**src/rtl/sr_pulse_driver.sv**
```systemverilog
// sr_pulse_driver: drives fixed-width set/reset pulses into a bank of SR
// flip-flops from a valid/ready request that carries a channel mask and a target value.
// Build option: define SR_PULSE_VERIFY_EN to compile in q feedback checking
// with a timeout. This adds the CHECK state, the timeout counter and the err strobe.
// Without it, done follows the pulse directly, q_fb is ignored and err is tied to 0.
`timescale 1ns/1ps

module sr_pulse_driver #(
    parameter int WIDTH     = 4,
    parameter int PULSE_CYC = 2,
    parameter int TIMEOUT   = 8
) (
    input  logic             clk,
    input  logic             rst,
    input  logic             req_valid,
    output logic             req_ready,
    input  logic [WIDTH-1:0] req_mask,
    input  logic [WIDTH-1:0] req_val,
    input  logic [WIDTH-1:0] q_fb,
    output logic [WIDTH-1:0] s,
    output logic [WIDTH-1:0] r,
    output logic             busy,
    output logic             done,
    output logic             err
);

    localparam int PCNT_W = $clog2(PULSE_CYC + 1);
    localparam logic [PCNT_W-1:0] PCNT_LAST = PCNT_W'(PULSE_CYC - 1);

`ifdef SR_PULSE_VERIFY_EN
    localparam int TCNT_W = $clog2(TIMEOUT + 1);
    localparam logic [TCNT_W-1:0] TCNT_LAST = TCNT_W'(TIMEOUT - 1);

    typedef enum logic [1:0] {
        ST_IDLE  = 2'd0,
        ST_PULSE = 2'd1,
        ST_CHECK = 2'd2,
        ST_DONE  = 2'd3
    } state_t;
`else
    typedef enum logic [1:0] {
        ST_IDLE  = 2'd0,
        ST_PULSE = 2'd1,
        ST_DONE  = 2'd3
    } state_t;
`endif

    state_t            state_reg, state_next;
    logic [WIDTH-1:0]  mask_reg, mask_next;
    logic [WIDTH-1:0]  val_reg, val_next;
    logic [PCNT_W-1:0] pcnt_reg, pcnt_next;
    logic [WIDTH-1:0]  s_reg, s_next;
    logic [WIDTH-1:0]  r_reg, r_next;
    logic              done_reg, done_next;
    logic              pulse_en;

`ifdef SR_PULSE_VERIFY_EN
    logic [TCNT_W-1:0] tcnt_reg, tcnt_next;
    logic              err_reg, err_next;
    logic              q_match;

    // Compare only the channels this request drives.
    assign q_match = ((q_fb & mask_reg) == (val_reg & mask_reg));
`else
    // q_fb and TIMEOUT are kept only so both builds have the same ports and parameters.
    logic unused_cfg;
    assign unused_cfg = ^{q_fb, TIMEOUT};
`endif

    // State, latched request, counters and registered outputs.
    always_ff @(posedge clk or negedge rst) begin
        if (!rst) begin
            state_reg <= ST_IDLE;
            mask_reg  <= '0;
            val_reg   <= '0;
            pcnt_reg  <= '0;
            s_reg     <= '0;
            r_reg     <= '0;
            done_reg  <= 1'b0;
`ifdef SR_PULSE_VERIFY_EN
            tcnt_reg  <= '0;
            err_reg   <= 1'b0;
`endif
        end else begin
            state_reg <= state_next;
            mask_reg  <= mask_next;
            val_reg   <= val_next;
            pcnt_reg  <= pcnt_next;
            s_reg     <= s_next;
            r_reg     <= r_next;
            done_reg  <= done_next;
`ifdef SR_PULSE_VERIFY_EN
            tcnt_reg  <= tcnt_next;
            err_reg   <= err_next;
`endif
        end
    end

    // Next-state logic. The outputs are computed from the state being entered,
    // so they line up with that state and need no extra cycle.
    always_comb begin
        state_next = state_reg;
        mask_next  = mask_reg;
        val_next   = val_reg;
        pcnt_next  = pcnt_reg;
`ifdef SR_PULSE_VERIFY_EN
        tcnt_next  = tcnt_reg;
        err_next   = 1'b0;
`endif
        case (state_reg)
            ST_IDLE: begin
                if (req_valid) begin
                    mask_next = req_mask;
                    val_next  = req_val;
                    pcnt_next = '0;
`ifdef SR_PULSE_VERIFY_EN
                    tcnt_next = '0;
`endif
                    // An empty mask has nothing to pulse, so it completes at once.
                    state_next = (req_mask == '0) ? ST_DONE : ST_PULSE;
                end
            end
            ST_PULSE: begin
                if (pcnt_reg == PCNT_LAST) begin
                    pcnt_next = '0;
`ifdef SR_PULSE_VERIFY_EN
                    state_next = ST_CHECK;
`else
                    state_next = ST_DONE;
`endif
                end else begin
                    pcnt_next = pcnt_reg + 1'b1;
                end
            end
`ifdef SR_PULSE_VERIFY_EN
            ST_CHECK: begin
                if (q_match) begin
                    state_next = ST_DONE;
                end else if (tcnt_reg == TCNT_LAST) begin
                    state_next = ST_DONE;
                    err_next   = 1'b1;
                end else begin
                    tcnt_next = tcnt_reg + 1'b1;
                end
            end
`endif
            ST_DONE: begin
                state_next = ST_IDLE;
            end
            default: begin
                state_next = ST_IDLE;
            end
        endcase
    end

    // Pulse and done strobes follow the state being entered.
    always_comb begin
        pulse_en  = (state_next == ST_PULSE);
        done_next = (state_next == ST_DONE);
    end

    // Per-channel encoding. Each channel gets either s or r, never both,
    // because the two terms use opposite polarities of the same value bit.
    genvar gi;
    generate
        for (gi = 0; gi < WIDTH; gi++) begin : g_chan
            assign s_next[gi] = pulse_en & mask_next[gi] &  val_next[gi];
            assign r_next[gi] = pulse_en & mask_next[gi] & ~val_next[gi];
        end
    endgenerate

    assign s         = s_reg;
    assign r         = r_reg;
    assign done      = done_reg;
    assign req_ready = (state_reg == ST_IDLE);
`ifdef SR_PULSE_VERIFY_EN
    assign busy      = (state_reg == ST_PULSE) || (state_reg == ST_CHECK);
    assign err       = err_reg;
`else
    assign busy      = (state_reg == ST_PULSE);
    assign err       = 1'b0;
`endif

endmodule
```
**config.mk**
```make
export PLATFORM = sky130hd
export DESIGN_NAME = sr_pulse_driver
export DESIGN_NICKNAME = d
export VERILOG_FILES = /design/src/rtl/sr_pulse_driver.sv
export SDC_FILE = /design/constraint.sdc
export NUM_CORES = 1
export LEC_CHECK = 0
export BUFFER_PORTS_ARGS = -buffer_cell sky130_fd_sc_hd__buf_2
export CAP_MARGIN = 20
export CORE_MARGIN = 1
export CORE_UTILIZATION = 37
export CTS_CLUSTER_DIAMETER = 100
export DETAILED_ROUTE_END_ITERATION = 6
export GPL_TIMING_DRIVEN = 0
export PLACE_DENSITY_LB_ADDON = 0.1
export SLEW_MARGIN = 20
export SYNTH_ARGS = -nofsm -noshare
export SYNTH_HDL_FRONTEND = slang
export SYNTH_SLANG_ARGS = --single-unit
export TNS_END_PERCENT = 50
```
**constraint.sdc**
```tcl
create_clock -name clk -period 1.7 [get_ports clk]
set_input_delay 0.34 -clock clk [delete_from_list [all_inputs] [get_ports clk]]
set_output_delay 0.34 -clock clk [all_outputs]
set_load 0.02 [all_outputs]
```
== Word-level counts from Yosys, hierarchy flattened ==
Cells that the tools add are included.
Word-level totals
  register bits: 21
  input port bits: 15
Operators by class
  add/sub/neg operators: 1
  eq/ne operators: 5
  muxes and demuxes: 11
  bitwise operators: 16
  reduce and logical (&&, ||, !) cells: 4
Operators by type and width (number)
  $mux 4: 4
  $and 1x1->1: 12
  $mux 2: 5
  $pmux 2 s2: 2
  $eq 2x1->1 const B: 3
  $logic_not 4->1: 1
  $not 1->1: 4
  $add 2x1->2 const B: 1
  $eq 2x2->1 const B: 1
  $logic_not 2->1: 1
  $ne 2x2->1 const B: 1
  $reduce_and 2->1: 1
  $reduce_bool 2->1: 1

== Logic depth before layout (Yosys ltp) ==
Gate-level depths: netlist (run 1).
  depth after elaboration: 7
  gate-level depth with buffers: 5
  mapped depth without buffers: 3

== Worst setup path before layout (run 1) ==
OpenSTA, ideal clock, no wires.
  kind: flip-flop to flip-flop
  from: register state_reg[1]
  to: register done_reg, in the netlist done
  arrival time: 1.175 ns
  required time: 1.618 ns
  path slack: 0.443 ns
  cell stages (with the launch flop): 5
  clock period less this slack: 1.257 ns
  cell sequence: dfrtp_1 > or3b_1 > buf_6 > buf_8 > o22ai_1
Between the ends
  word-level cells in the longest chain between the ends: 3
RTL lines
  start: declaration: line 48  | state_t state_reg, state_next;
  start signal: assignment: line 85  | state_reg <= state_next;
  $eq 2x1->1, or another cell as far along: line 110  | case (state_reg)
  $pmux 2 s2 *: line 110
  $eq 2x2->1 *: line 159  | done_next = (state_next == ST_DONE);
  net done_next: line 54  | logic done_reg, done_next;
  end signal: assignment: line 91  | done_reg <= done_next;
  end: declaration: line 54
The timed path passes the listed nets; every way through them passes the cells marked *.
A chain may end at the register's enable or synchronous reset.

== Final worst setup path (run 1) ==
  from: register state_reg[1]
  to: output port busy
Between the ends
  word-level cells in the longest chain between the ends: 1
RTL lines
  $eq 2x1->1: line 180  | assign busy = (state_reg == ST_PULSE);
  end: declaration: line 22  | output logic busy,
No other way between the ends.

==> results of run 1 <==
[power breakdown]
group	switching [uW]	internal, uW
logic	431	277
clock network	142	91.4
registers	118	690
[cell usage in the layout (no fill, tap or decap), drive strengths merged, types with 2 or more instances in the layout]
cell,Yosys,routed
dfrtp,21,21
a21oi,9,9
nor2,2,2
o22ai,2,2
nand3,8,8
buf,4,25
clkbuf,0,4
nand2,26,26
nand3b,8,8
[worst min-delay path by stage]
stage,from,endpoint,slack (ns),cells after the start
6_report,req_val[1],val_reg[1],0.25,3
3_5_place_dp,rst,state_reg[0],0.33,1
5_1_grt,req_val[2],val_reg[2],0.26,3
2_1_floorplan,rst,done,0.04,0
4_1_cts,req_val[1],val_reg[1],0.24,3
3_3_place_gp,rst,state_reg[0],0.32,1
[metal layers]
layer  vias up  global-route usage (%)
li1        349                       -
met1       329                   20.08
met2        16                   26.10
met3         4                   3.571
met4         0                   10.19
met5         -                       0
[critical path, delay by kind of cell, from the launching register on]
family	cells	cell delay (ns)
and+or+nand+nor	1	0.25
buffers and inverters	1	0.17
DFF	1	0.43
[through the flow]
step                hold slack (ns)  instances  instance area (um^2)
global placement             0.3228        137                  1031
CTS                          0.2383        142                  1067
finish                       0.2523        142                  1067
detailed placement           0.3260        137                  1031
floorplan                   0.04441         88                 890.9
global route                 0.2563        142                  1067
[cell type report]
cell class / count / area (um^2)
Buffer: 4 / 41.29
Sequential cell: 21 / 525.5
Fill cell: 229 / 1166
Tap cell: 28 / 35.03
Clock buffer: 4 / 26.28
Timing Repair Buffer: 22 / 115.1
Multi-Input combinational cell: 63 / 324.1
[logic make-up after synthesis]
family | synth area share [%]
buffers and inverters | 4.634
AND/OR/NAND/NOR | 27.81
other | 0.4209
flip-flops | 58.99
AO/OA/AOI/OAI | 8.145
==> flow_summary.toml, run 1 <==
[run_status]
status = "finished clean"

[sta]
tns_ns = 0
skew_ns = 0.002621
max_freq_mhz = 669.8
final_max_slew_viol_count = 0
setup_violations = 0
max_slew_margin_pct = 58.72
grt_setup_unrepaired = "false"
setup_ws_ns = 0.2070
hold_viol_final = 0
worst_slew_pin_slew_ns = 0.6151
min_period_over_period_pct = 87.83
min_period_ns = 1.493

[synthesis]
synth_top_area_share_pct = 58.99
synthArstFlopShare_pct = 100.0
synth-seq-cells = 21
synth.yosys.seq_area_share_pct = 58.99
synth_nets = 103
synth-edff-count = 0
syn_area_per_cell_um2 = 10.12
yosys.cell_count.top_type = "nand2_1"
netlist_instances = 88
ys_top_cells_by_count = "nand2_1, dfrtp_1, a21oi_1"
synth_top_cell_by_area = "dfrtp_1"
ys_warn_count = 0
yosys_most_used_dff = "dfrtp_1"
synth_area_um2 = 890.9
synthTopCellsByArea = "dfrtp_1, nand2_1, nand3b_1"
yosys.cell_types.count = 18

[setup_path]
required_ns = 1.36
worst-setup-path-type = "reg2out"
reg2reg_depth = 4
regToRegSetupSlack_ns = 0.23
path_cells = "and2b_1 > buf_2"
r2r_start = "state_reg[1]"
worst_ep_arrival_time_ns = 1.15
crit_slowest_cell = "dfrtp_1"
endpoint_kind = "output port"
setup.worst_path.start = "state_reg[1]"
cp_max_fo = 5
worst_setup_path_start_kind = "flip-flop"
cpPeakStageDelay_ns = 0.43
rr_endpoint = "r[1]"
worstSetupEndpoint = "busy"

[cts]
clk_path_buf_depth = 2
numCtsBuffers = 3
cts-root-buf = "clkbuf_4"
cts_setup_buffers = 0
tritoncts = "built"
postCtsResizedCells = 0
htree_levels = 1
ctsHoldBuffers = 1
clkLatencyLatePin_ns = 0.30
cts_num_sinks = 21
cts.reportedPaths.clkPinSlew_ns = 0.11

[layout]
n_antenna_cell = 0
post-route-util_pct = 47.79
syn_to_final_growth_pct = 19.80
final_nets = 130
drive_gt1_share_pct = 26.32

[routing]
top_layer = "met4"
ant_nets = 0
vias_per_cell = 4.915
vias = 698
route.detailed.drc = 0
dr.pass1.iters = 4
dr_wl_met2_um = 840
wl_met1_um = 766
route.met3.wl_um = 65
finalWirelength_mm = 1.705
wl_per_cell_um = 12.01
drt-initial-drc-count = 8

[global_route]
track_usage_pct = 16.40
antenna_found_initial = 0
grt_overflow = 0
grt_max_degree = 22
grt_pass1_vias = 682
grt_pass1_wl_mm = 3.015

[place]
post-place-ws_ns = 0.2472
gp_congestion = 0.7371
port-buffer-count = 21
hpwl_mm = 1.190

[pwr]
ir_drop_mv = 0.6915
p_leak_uw = 0.0005433
finalPower_uw = 1748
power_density_nw_per_um2 = 1638

[min_path]
hold_path_class = "in2reg"

[floorplanning]
rows = 17
io_pins = 27
fp.dieArea_um2 = 2608
die_h_um = 51.07
fp.dieW_um = 51.07
initial_core_util_pct = 39.89
core-area_um2 = 2233

[run]
drv_cap = 0
(Power assumes the default switching activity.)
==> run 2: changes to the inputs <==
MAX_ROUTING_LAYER = met4   (was not set)
RECOVER_POWER = 100   (was not set)
==> run 2 against run 1 <==
  * Count of clock-buffer cells in the layout is the same
  * Clock skew rose by 0.0032 ns
  * Cell count did not move
  * Critical path depth is the same
  * Die area stayed put
  * Setup slack got worse by 0.079 ns
  * First-iteration DRC count rose by 63%
  * Combinational power down 5.5%
  * Worst hold slack worse by 0.0073 ns
  * Highest routed layer unchanged
==> flow_summary.toml, run 2 (synthesis gave the netlist of run 1 again) <==
[run_status]
status = "finished clean"

[place]
port-buffer-count = 21
dpl_cell_area_um2 = 1031
gp_congestion = 0.7462
hpwl_mm = 1.190

[cts]
cts.reportedPaths.clkPinSlew_ns = 0.12
clk_path_buf_depth = 2
cts-root-buf = "clkbuf_4"
cts_setup_buffers = 0
cts_num_sinks = 21
htree_levels = 1
numCtsBuffers = 3
clkLatencyLatePin_ns = 0.30
postCtsResizedCells = 0
ctsHoldBuffers = 1
tritoncts = "built"

[sta]
min_period_ns = 1.572
setup_violations = 0
worst_slew_pin_slew_ns = 0.6017
max_slew_margin_pct = 59.62
min_period_over_period_pct = 92.49
skew_ns = 0.005803
max_freq_mhz = 636.0
hold_viol_final = 0
tns_ns = 0
final_max_slew_viol_count = 0
grt_setup_unrepaired = "false"

[floorplanning]
io_pins = 27
rows = 17
initial_core_util_pct = 39.89
die_h_um = 51.07
fp.dieArea_um2 = 2608
fp.dieW_um = 51.07
core-area_um2 = 2233

[pwr]
power_frac_seq_pct = 47.1
ir_drop_mv = 0.6858
p_sw_uw = 701.4
power.internal_uw = 1018
switching_share_pct = 40.79
p_leak_uw = 0.0004982
p_clk_share_pct = 14.0
power_density_nw_per_um2 = 1644
combPwrFrac_pct = 38.9

[layout]
multi_input_area_um2 = 324.1
n_antenna_cell = 0
fin_area_um2 = 1046
final_nets = 130
syn_to_final_growth_pct = 17.42
drive_gt1_share_pct = 14.91
fillers = 234
layout_common_cells = "nand2_1, dfrtp_1, clkbuf_1, buf_2, a21oi_1"
regArea_um2 = 525.5
final_common_cell = "nand2_1"

[setup_path]
worst-setup-path-type = "reg2out"
required_ns = 1.36
cp_max_fo = 5
crit_buf_inv = 1
cpPeakStageDelay_ns = 0.44
path_delay_family = "flip-flops"
worst_ep_arrival_time_ns = 1.23
path_cells = "and2b_1 > clkbuf_1"
worst_setup_path_start_kind = "flip-flop"
endpoint_kind = "output port"
crit_slowest_cell = "dfrtp_1"

[run]
drv_cap = 0

[global_route]
track_usage_pct = 16.85
grt_pass1_vias = 686
grt_pass1_wl_mm = 3.008
grt_overflow = 0
grt_max_degree = 22
antenna_found_initial = 0

[routing]
vias = 709
route.detailed.drc = 0
wl_per_cell_um = 12.32
drt-initial-drc-count = 13
ant_nets = 0
finalWirelength_mm = 1.749
vias_per_cell = 4.993
dr.pass1.iters = 4

[min_path]
hold_path_class = "in2reg"
==> run 2: metal layers <==
layer	vias up	wire (um)	GRT usage (%)
li1	348	-	-
met3	4	102	3.571
met1	329	782	20.08
met2	28	831	26.10
met4	0	33	10.19
met5	-	0	-
==> run 2: power by group through the flow <==
stage | registers, uW | clock network (uW) | logic (uW)
2_1_floorplan | 888 | 0 | 421
6_report | 809 | 241 | 669
4_1_cts | 808 | 249 | 719
5_1_grt | 844 | 270 | 761
3_5_place_dp | 817 | 0 | 711
3_3_place_gp | 813 | 0 | 704
==> run 2: worst paths after layout <==
check	from	end	slack [ns]	cells past startpoint
worst max-delay path	state_reg[1]	busy	0.13	2
worst max register to register	state_reg[1]	state_reg[1]	0.17	4
min in group asynchronous	rst	state_reg[0]	0.50	2
worst min register to register	val_reg[2]	val_reg[2]	0.51	2
worst min-delay path	req_val[1]	val_reg[1]	0.25	3
max in group asynchronous	rst	r[0]	0.89	2
==> run 2: stage by stage <==
step                      setup WS, ns  hold slack (ns)  total power, uW  utilization (%)  instances
after detailed placement        0.2472           0.3260             1529            46.16        137
after global placement          0.2877           0.3228             1517            46.16        137
final                           0.1277           0.2450             1720            46.83        142
after global routing           0.06189           0.2563             1875            46.83        142
after CTS                       0.1876           0.2383             1776            47.79        142
after floorplan                 0.4429          0.04441             1310                -         88
==> run 2: layout make-up <==
class / instances / share of cell area (%)
tap: 28 / 3.349
buffer: 4 / 3.230
sequential: 21 / 50.24
clock buffer: 4 / 2.512
multi-input combinational: 63 / 30.98
timing repair buffer: 22 / 9.689
==> run 2: worst min-delay path, delay by kind of cell <==
family | cells | cell delay [ns]
AND/OR/NAND/NOR | 2 | 0.08
buffers and inverters | 1 | 0.09
